`src/rtl/pc_predict_unit_pkg.sv`:
```
// Shared types and saturating-counter helpers for the PC predict unit.
`ifndef XLEN
`define XLEN 32
`endif

package pc_predict_unit_pkg;

    // Widest direction counter the helpers support; callers truncate to CTR_BITS.
    localparam int CTR_MAX_W = 8;

    typedef logic [CTR_MAX_W-1:0] ctr_t;

    // Weak-not-taken: MSB clear, every lower bit set.
    function automatic ctr_t ctr_weak_nt(input int w);
        return ctr_t'((1 << (w - 1)) - 1);
    endfunction

    // Weak-taken: MSB set, every lower bit clear.
    function automatic ctr_t ctr_weak_t(input int w);
        return ctr_t'(1 << (w - 1));
    endfunction

    // Increment that sticks at all-ones for a w-bit counter.
    function automatic ctr_t sat_inc(input ctr_t v, input int w);
        ctr_t mx;
        mx = ctr_t'((1 << w) - 1);
        return (v >= mx) ? mx : v + ctr_t'(1);
    endfunction

    // Decrement that sticks at zero.
    function automatic ctr_t sat_dec(input ctr_t v);
        return (v == '0) ? v : v - ctr_t'(1);
    endfunction

endpackage

```
`src/rtl/pc_predict_unit_btb_array.sv`:
```
// Direct-mapped BTB storage: two combinational read ports (fetch lookup and
// resolve read-modify-write) and a single write port committed at the edge.
module btb_array
    import pc_predict_unit_pkg::*;
#(
    parameter int XLEN     = 32,
    parameter int IDX_W    = 4,
    parameter int TAG_W    = 26,
    parameter int CTR_BITS = 2,
    localparam int ENT_W   = 2 + TAG_W + XLEN + CTR_BITS
) (
    input  logic             clk,
    input  logic             reset_n,
    input  logic [IDX_W-1:0] rd_idx_a,
    output logic [ENT_W-1:0] rd_ent_a,
    input  logic [IDX_W-1:0] rd_idx_b,
    output logic [ENT_W-1:0] rd_ent_b,
    input  logic             wr_en,
    input  logic [IDX_W-1:0] wr_idx,
    input  logic [ENT_W-1:0] wr_ent
);

    localparam int   ENTRIES = 1 << IDX_W;
    localparam ctr_t CTR_NT  = ctr_weak_nt(CTR_BITS);

    typedef struct packed {
        logic                valid;
        logic                is_jump;
        logic [TAG_W-1:0]    tag;
        logic [XLEN-1:0]     target;
        logic [CTR_BITS-1:0] ctr;
    } btb_entry_t;

    localparam btb_entry_t RST_ENT = '{valid: 1'b0, is_jump: 1'b0, tag: '0, target: '0,
                                       ctr: CTR_NT[CTR_BITS-1:0]};

    btb_entry_t mem_q [ENTRIES];
    btb_entry_t mem_d [ENTRIES];

    assign rd_ent_a = mem_q[rd_idx_a];
    assign rd_ent_b = mem_q[rd_idx_b];

    // Apply at most one entry write per cycle.
    always_comb begin
        mem_d = mem_q;
        if (wr_en) mem_d[wr_idx] = wr_ent;
    end

    // Reset empties the table and parks every counter at weak-not-taken.
    always_ff @(posedge clk or negedge reset_n) begin
        if (!reset_n) begin
            for (int i = 0; i < ENTRIES; i++) mem_q[i] <= RST_ENT;
        end else begin
            mem_q <= mem_d;
        end
    end

endmodule

```
`src/rtl/pc_predict_unit.sv`:
```
// Fetch PC register, BTB prediction and redirect arbitration. Late C-stage
// corrections outrank R-stage jumps, which outrank stall and prediction.
module pc_predict_unit
    import pc_predict_unit_pkg::*;
#(
    parameter int              XLEN         = `XLEN,
    parameter int              BTB_ENTRIES  = 16,
    parameter int              CTR_BITS     = 2,
    parameter logic [XLEN-1:0] RESET_VECTOR = '0
) (
    input  logic            clk,
    input  logic            reset_n,
    input  logic            Stall_I,
    output logic [XLEN-1:0] PC_I,
    output logic            PredictTaken_I,
    output logic [XLEN-1:0] PredictTarget_I,
    input  logic            JumpValid_R,
    input  logic            PredictTaken_R,
    input  logic [XLEN-1:0] PCpImm_R,
    input  logic            ResolveValid_C,
    input  logic            IsJump_C,
    input  logic            Taken_C,
    input  logic [XLEN-1:0] Target_C,
    input  logic [XLEN-1:0] PC_C,
    input  logic            PredictTaken_C,
    input  logic [XLEN-1:0] PredictTarget_C,
    output logic            FlushIR,
    output logic            FlushRC
);

    localparam int   IDX_W  = $clog2(BTB_ENTRIES);
    localparam int   TAG_W  = XLEN - IDX_W - 2;
    localparam ctr_t CTR_WT = ctr_weak_t(CTR_BITS);

    typedef struct packed {
        logic                valid;
        logic                is_jump;
        logic [TAG_W-1:0]    tag;
        logic [XLEN-1:0]     target;
        logic [CTR_BITS-1:0] ctr;
    } btb_entry_t;

    logic [XLEN-1:0] pc_q, pc_d, npc;
    btb_entry_t      ent_i, ent_c, wr_ent;
    logic            wr_en, hit_i, hit_c, mispred_c, mispred_r;

    wire [IDX_W-1:0] idx_i = pc_q[IDX_W+1:2];
    wire [TAG_W-1:0] tag_i = pc_q[XLEN-1:IDX_W+2];
    wire [IDX_W-1:0] idx_c = PC_C[IDX_W+1:2];
    wire [TAG_W-1:0] tag_c = PC_C[XLEN-1:IDX_W+2];

    btb_array #(
        .XLEN(XLEN), .IDX_W(IDX_W), .TAG_W(TAG_W), .CTR_BITS(CTR_BITS)
    ) u_btb (
        .clk      (clk),
        .reset_n  (reset_n),
        .rd_idx_a (idx_i),
        .rd_ent_a (ent_i),
        .rd_idx_b (idx_c),
        .rd_ent_b (ent_c),
        .wr_en    (wr_en),
        .wr_idx   (idx_c),
        .wr_ent   (wr_ent)
    );

    // Lookup, mispredict detection and flushes; flushes are held low in reset.
    always_comb begin
        hit_i           = ent_i.valid && (ent_i.tag == tag_i);
        hit_c           = ent_c.valid && (ent_c.tag == tag_c);
        // ctr >= weak-taken is the same as "counter MSB set"
        PredictTaken_I  = hit_i && (ent_i.is_jump || (ent_i.ctr >= CTR_WT[CTR_BITS-1:0]));
        PredictTarget_I = ent_i.target;
        mispred_c       = ResolveValid_C && ((Taken_C != PredictTaken_C) ||
                                             (Taken_C && (Target_C != PredictTarget_C)));
        mispred_r       = JumpValid_R && !PredictTaken_R;
        FlushRC         = reset_n && mispred_c;
        FlushIR         = reset_n && (mispred_c || mispred_r);
    end

    // Next-PC priority mux; instruction fetch is always halfword aligned.
    always_comb begin
        if (mispred_c)           npc = Taken_C ? Target_C : PC_C + XLEN'(4);
        else if (mispred_r)      npc = PCpImm_R;
        else if (Stall_I)        npc = pc_q;
        else if (PredictTaken_I) npc = PredictTarget_I;
        else                     npc = pc_q + XLEN'(4);
        pc_d = {npc[XLEN-1:1], 1'b0};
    end

    // BTB training from the resolving C-stage branch; not-taken misses leave the table alone.
    always_comb begin
        wr_en  = 1'b0;
        wr_ent = ent_c;
        if (ResolveValid_C) begin
            if (hit_c) begin
                wr_en = 1'b1;
                if (Taken_C) begin
                    wr_ent.target  = Target_C;
                    wr_ent.is_jump = IsJump_C;
                    wr_ent.ctr     = CTR_BITS'(sat_inc(CTR_MAX_W'(ent_c.ctr), CTR_BITS));
                end else begin
                    wr_ent.ctr     = CTR_BITS'(sat_dec(CTR_MAX_W'(ent_c.ctr)));
                end
            end else if (Taken_C) begin
                wr_en  = 1'b1;
                wr_ent = '{valid: 1'b1, is_jump: IsJump_C, tag: tag_c, target: Target_C,
                           ctr: CTR_WT[CTR_BITS-1:0]};
            end
        end
    end

    // Fetch PC register.
    always_ff @(posedge clk or negedge reset_n) begin
        if (!reset_n) pc_q <= RESET_VECTOR;
        else          pc_q <= pc_d;
    end

    assign PC_I = pc_q;

endmodule

```
`config.mk`:
```
export PLATFORM = sky130hd
export DESIGN_NAME = pc_predict_unit
export DESIGN_NICKNAME = d
export VERILOG_FILES = /design/src/rtl/pc_predict_unit_pkg.sv /design/src/rtl/pc_predict_unit_btb_array.sv /design/src/rtl/pc_predict_unit.sv
export SDC_FILE = /design/constraint.sdc
export NUM_CORES = 2
export LEC_CHECK = 0
export ABC_AREA = 1
export CELL_PAD_IN_SITES_DETAIL_PLACEMENT = 1
export CELL_PAD_IN_SITES_GLOBAL_PLACEMENT = 1
export CORE_ASPECT_RATIO = 1.4
export CORE_UTILIZATION = 52
export CTS_BUF_LIST = sky130_fd_sc_hd__clkbuf_4 sky130_fd_sc_hd__clkbuf_8
export DETAILED_ROUTE_END_ITERATION = 12
export DONT_BUFFER_PORTS = 1
export HOLD_SLACK_MARGIN = 0.02
export MAX_ROUTING_LAYER = met4
export PLACE_DENSITY_LB_ADDON = 0.08
export RECOVER_POWER = 25
export SLEW_MARGIN = 20
export SYNTH_ARGS = -nofsm -noshare
export SYNTH_HDL_FRONTEND = slang
export SYNTH_SLANG_ARGS = --single-unit
```
`constraint.sdc`:
```
create_clock -name clk -period 7.15 [get_ports clk]
set_input_delay 0 -clock clk [delete_from_list [all_inputs] [get_ports clk]]
set_output_delay 0 -clock clk [all_outputs]
set_load 0.01 [all_outputs]
```
Word level (Yosys, flattened, before mapping)
Cells that the tools add are included.

$add $sub $neg: 4. Magnitude comparators: 5. Eq/ne operators: 5. Multiplexer cells: 28. Bitwise gates (word level): 2. Reduce and logical (&&, ||, !) cells: 14.

Operators by type and width (number): $bwmux W992 (1); $bmux W62 S4 (2); $mux W62 (7); $demux W62 S4 (1); $mux W32 (6); $add A32 B3 Y32 const B (2); $eq A26 B26 Y1 (2); $mux W34 (1); $ne A32 B32 Y1 (1); $mux W26 (1); $ge A5 B5 Y1 const B (2); $not A4 Y5 (2); $logic_and A1 B1 Y1 (9); $mux W1 (6); $mux W2 (3); $lt A5 B1 Y1 const B (1); $ge A2 B2 Y1 const B (2); $logic_or A1 B1 Y1 (3); $ne A3 B1 Y1 const B (1); $add A2 B1 Y2 const B (1); $logic_not A2 Y1 (1); $sub A2 B1 Y2 const B (1); $logic_not A1 Y1 (1); $ne A1 B1 Y1 (1).

Register bits: 1023. Bits of input ports: 137. Output and inout port bits: 67. Word-level logic and storage cells: 139.

Depth between registers and ports, before layout
Depth in word-level cells: 11. Mapped depth: 24.

By module
A second synthesis with hierarchy kept.

Cell total of the unflattened synthesis: 9984. Area, all modules: 64096.5 um^2.

By module, submodules not included: btb_array (times used 1, cells an instance 8590, area each 57188.6 um^2, seq. area each 24843.8 um^2); pc_predict_unit (times used 1, cells an instance 1394, area each 6907.9 um^2, seq. area each 775.7 um^2).

Worst setup path before layout
Ideal clock, no wire load.

Path kind: flip-flop to flip-flop. From: register pc_q[3], in the netlist PC_I[3]. To: register pc_q[31], in the netlist PC_I[31]. Setup time: 0.069 ns. Arrival time: 2.705 ns. Setup slack: 4.376 ns. Cell stages (with the launch flop): 16. Clock period less this slack: 2.774 ns. Cells stage by stage: dfrtp_1 clkbuf_1 buf_2 buf_2 buf_2 clkbuf_1 clkbuf_1 clkbuf_1 o21ai_0 o211ai_1 nand3_1 nand3_1 nand4_1 nand3_1 nand2_1 nand3_1.

Elaborated cells on any way between the ends: 14. Classes of those cells: add/sub (1); order compare (1); eq/ne (1); mux (7); bitwise (1); reduce/logical (3).

RTL lines: start, declared (line pc_predict_unit.sv:43) `logic [XLEN-1:0] pc_q, pc_d, npc;`; start signal, assigned (line pc_predict_unit.sv:115) `else pc_q <= pc_d;`; $not A4 Y5 (not written as such) (line pc_predict_unit_btb_array.sv:40) `assign rd_ent_a = mem_q[rd_idx_a];`; $bmux W62 S4 (line pc_predict_unit_btb_array.sv:40); $mux W62 (not written as such) (2 in series) (line pc_predict_unit_btb_array.sv:40); named net PredictTarget_I[31] (line pc_predict_unit.sv:16) `output logic [XLEN-1:0] PredictTarget_I,`; $mux W32 (line pc_predict_unit.sv:85) `else if (PredictTaken_I) npc = PredictTarget_I;`; $mux W32 (line pc_predict_unit.sv:84) `else if (Stall_I) npc = pc_q;`; $mux W32 (line pc_predict_unit.sv:83) `else if (mispred_r) npc = PCpImm_R;`; $mux W32 (line pc_predict_unit.sv:82) `if (mispred_c) npc = Taken_C ? Target_C : PC_C + XLEN'(4);`.

The timed path passes the listed nets, and every way through them passes these cells. The select of a mux whose other input is x is not followed. A chain may end at the register's enable or synchronous reset.

Final worst setup path
From: register pc_q[5], in the netlist PC_I[5]. To: register pc_q[20], in the netlist PC_I[20].

Cells in the longest elaborated chain, start to end: 11. Elaborated cells on any way between the ends: 14. Classes of those cells: add/sub (1); order compare (1); eq/ne (1); mux (7); bitwise (1); reduce/logical (3).

RTL lines: $not A4 Y5 (not written as such) (line pc_predict_unit_btb_array.sv:40); $bmux W62 S4 (line pc_predict_unit_btb_array.sv:40); $mux W62 (not written as such) (2 in series) (line pc_predict_unit_btb_array.sv:40); $eq A26 B26 Y1 / $ge A2 B2 Y1 (equally long branches) (line pc_predict_unit.sv:68, pc_predict_unit.sv:71); $logic_and A1 B1 Y1 / $logic_or A1 B1 Y1 (equally long branches) (line pc_predict_unit.sv:68, pc_predict_unit.sv:71); $logic_and A1 B1 Y1 (line pc_predict_unit.sv:71) `PredictTaken_I = hit_i && (ent_i.is_jump || (ent_i.ctr >= CTR_WT[CTR_BITS-1:0]));`; $mux W32 (*) (line pc_predict_unit.sv:85); $mux W32 (*) (line pc_predict_unit.sv:84); $mux W32 (*) (line pc_predict_unit.sv:83); $mux W32 (*) (line pc_predict_unit.sv:82).

Mark *: on every way between the ends. The rest lies on a longest branch, timed or not. The select of a mux whose other input is x is not followed.

==> run metrics <==
drt pass-1 iters 8; Final Util 58.4%; CTS max path bufs 3; CTS tree built; Hold Crit Class primary input to flop; GPL Wtd Cong ~1.0; die area 119000 µm²; largest cells by area after synthesis dfrtp_1 (41%), nand2_1 (20%), o21ai_0 (9.9%); final setup vio count 0; vias in the first global route 69.4k; Seq cells post-synth between 1k and 1.5k; Pwr Density 271 nW/µm²; Avg WL per Cell 28.3 µm; H-Tree Depth 4; top-count cell post-synth nand2_1; critical path type flop to flop; Final Hold Violating Endpoints 9; Pleak 32.8 nW; initial antenna violation count 40; Worst Tran Pin Value 4.53 ns; Seq/Total Area, Yosys 42.1%; io pins 204; WHS -0.0132 ns; Syn Nets 9111; core area 116000 µm²; Fillers 15.3k; R2R setup slack 0.07 ns; Post-synth EDFFs 0; FFs w/ async S/R, synth 100%; Place WS 2.24 ns; endpoint kind of the worst setup timing path flop; crit path DAT 8.02 ns; highest clock rate 0.141 GHz; Chip Height ~410 µm; post-DP HPWL 163 mm; mapped cell area 60900 µm²; Final nets 8965; Routed Antenna Nets 0; area added between synthesis and finish 11.5%; Post-synth top flop dfrtp_1; Critical Path Sink PC_I[20]; mean area per synthesized cell just under 7 µm²; Top Usage Layer GRT met2; clock sink count 1023; row count about 150; critical path launch point PC_I[5]; Residual DRC 0; met3 track demand over resource roughly 15%; status complete, but fails checks; DR vias just under 70k; max cap viols 3; I/O Buffers 0; Critical Path Fanout Max 37; Critical Path RT 8.09 ns; DR vias/cell 6.50; Setup Fix Bufs, Post-CTS 0; gr usage total 51.0%; largest net degree at the start of global routing slightly above 1k; CP Launch Type flop; Syn Inst Count 8969; R2R Path Start PC_I[5]; R2R Path End PC_I[20]; Final min period 7.08 ns; synth warn 0; worst vdd ir 0.223 mV; Slew headroom -202%; Post-Route WL 297 mm; Synth top cells by count nand2_1 (3260), o21ai_0 (1199), dfrtp_1 (1007), nor2_1 (680), inv_1 (541); Final WS setup 0.0677 ns; crit share post-route 99.1%; total CTS buffers between 150 and 200; Worst Reg-to-Reg Cells 19; Clock transition at path regs 0.08 ns; Synth cell types 52; worst skew pair latency 1.00 ns; layout cells sized above 1 around 6.1%; die width 291 µm; met2 Use GR 74.7%; Yosys top cell area share 41.4%; clock root buffer clkbuf_8; starting density of the core 52.4%; Clock Skew roughly 0.044 ns; detailed router's first-iteration violation count 8344; grt met1 use 57.2%; max-slew violation count 636; violated checks hold timing, capacitance limit, slew limit; global route overflow 0; first-pass GRT wire length between 400 and 500 mm; cell taking the most area after synthesis dfrtp_1
-- cell usage in the layout (no fill, tap or decap), drive strengths merged, types with 3 or more instances in the layout --
| cell type | n |
|---|---|
| dfstp | 16 |
| dlygate4sd3 | 260 |
| clkbuf | 289 |
| a31oi | 18 |
| a21oi | 317 |
| a32o | 7 |
| clkinv | 9 |
| o221ai | 21 |
| nor3 | 27 |
| and2 | 4 |
| o21ai | 1478 |
| nor4 | 10 |
| clkinvlp | 3 |
| a22o | 20 |
| xnor2 | 12 |
| o22ai | 74 |
| nand4 | 61 |
| o211ai | 262 |
| nor2 | 689 |
| nand3 | 335 |
| xor2 | 49 |
| buf | 124 |
| a21boi | 14 |
| a221oi | 3 |
| or2 | 5 |
| ha | 5 |
| dfrtp | 1007 |
| inv | 551 |
| diode | 59 |
| nand2 | 3261 |
-- registers in the layout, indices dropped and copies added, names as in the netlist --
register     count
PC_I            31
u_btb.mem_q    992
-- power by group --
part           internal [W]  switching (W)  total [W]
registers           0.00675       0.000857    0.00761
clock network       0.00308        0.00267    0.00575
logic               0.00151        0.00352    0.00503
total                0.0113        0.00704     0.0184
-- critical path, cell delays in order (launching register included) --
cell,delay (ns)
dfrtp_1,0.64
inv_4,0.16
buf_4,0.79
buf_4,0.65
nand3_1,0.38
nand3_1,0.16
nand2_1,0.21
nor2_1,0.16
nand3_1,0.13
nor2_4,0.77
nand2_1,0.10
buf_4,0.32
nand2_1,0.15
nand3_1,0.28
nand2_1,0.21
dlygate4sd3_1,0.62
nand2_1,0.07
dlygate4sd3_1,0.58
nand3_1,0.06
dlygate4sd3_1,0.55
-- worst min path at each step --
stage	start	to	slack [ns]	cells past startpoint
2_1_floorplan	reset_n	PC_I[10]	-0.30	0
3_3_place_gp	reset_n	u_btb.mem_q[431]	-0.23	0
3_5_place_dp	reset_n	u_btb.mem_q[493]	-0.25	0
4_1_cts	reset_n	u_btb.mem_q[493]	-1.27	0
5_1_grt	PC_C[2]	u_btb.mem_q[432]	-0.04	5
6_report	Taken_C	u_btb.mem_q[478]	-0.01	7
-- layer usage --
layer | up-vias | part of all wire, %
li1 | 28900 | -
met1 | 33600 | 35
met2 | 4280 | 44
met3 | 1489 | 11
met4 | 0 | 9.3
met5 | - | 0
-- stage by stage --
step | power [W] | TNS, ns | hold slack [ns] | cell area, µm² | instances
2_1_floorplan | 0.0105 | 0 | -0.296 | 60900 | 8969
3_3_place_gp | 0.0117 | 0 | -0.227 | 61100 | 9874
3_5_place_dp | 0.0120 | 0 | -0.246 | 61200 | 9876
4_1_cts | 0.0179 | 0 | -1.27 | 67500 | 10400
5_1_grt | 0.0191 | -0.00211 | -0.0352 | 67900 | 10500
6_report | 0.0184 | 0 | -0.0132 | 67900 | 10500
-- layout make-up --
cell class	count	area (µm²)	area share (%)
multi-input combinational	6690	30600	45.1
sequential	1023	25600	37.7
timing repair buffer	388	3930	5.79
clock buffer	285	3520	5.19
inverter	549	2090	3.08
tap	1500	1880	2.76
antenna	59	148	0.217
clock inverter	14	92.6	0.136
-- logic make-up (layout without fill, tap and decap cells) --
kind of cell	after synthesis	after routing	share of synthesized area, %
buffers and inverters	1256	1236	8.39
other	1	60	0.00616
XOR/XNOR	61	61	0.877
adder cells (fa/ha/maj)	5	5	0.103
multiplexers	1	1	0.0185
flip-flops	1023	1023	42.1
AO/OA/AOI/OAI	2226	2226	20.2
AND/OR/NAND/NOR	4396	4396	28.4
-- timing repair --
| action | 4_1_cts | 5_1_grt |
|---|---|---|
| resized for setup | 0 | 1 |
| hold buffers | 264 | 4 |
| hold endpoints to repair | 2038 | 488 |
| endpoints found under the setup margin | 0 | 1 |
Note: power is estimated with default switching activity, not from simulation.
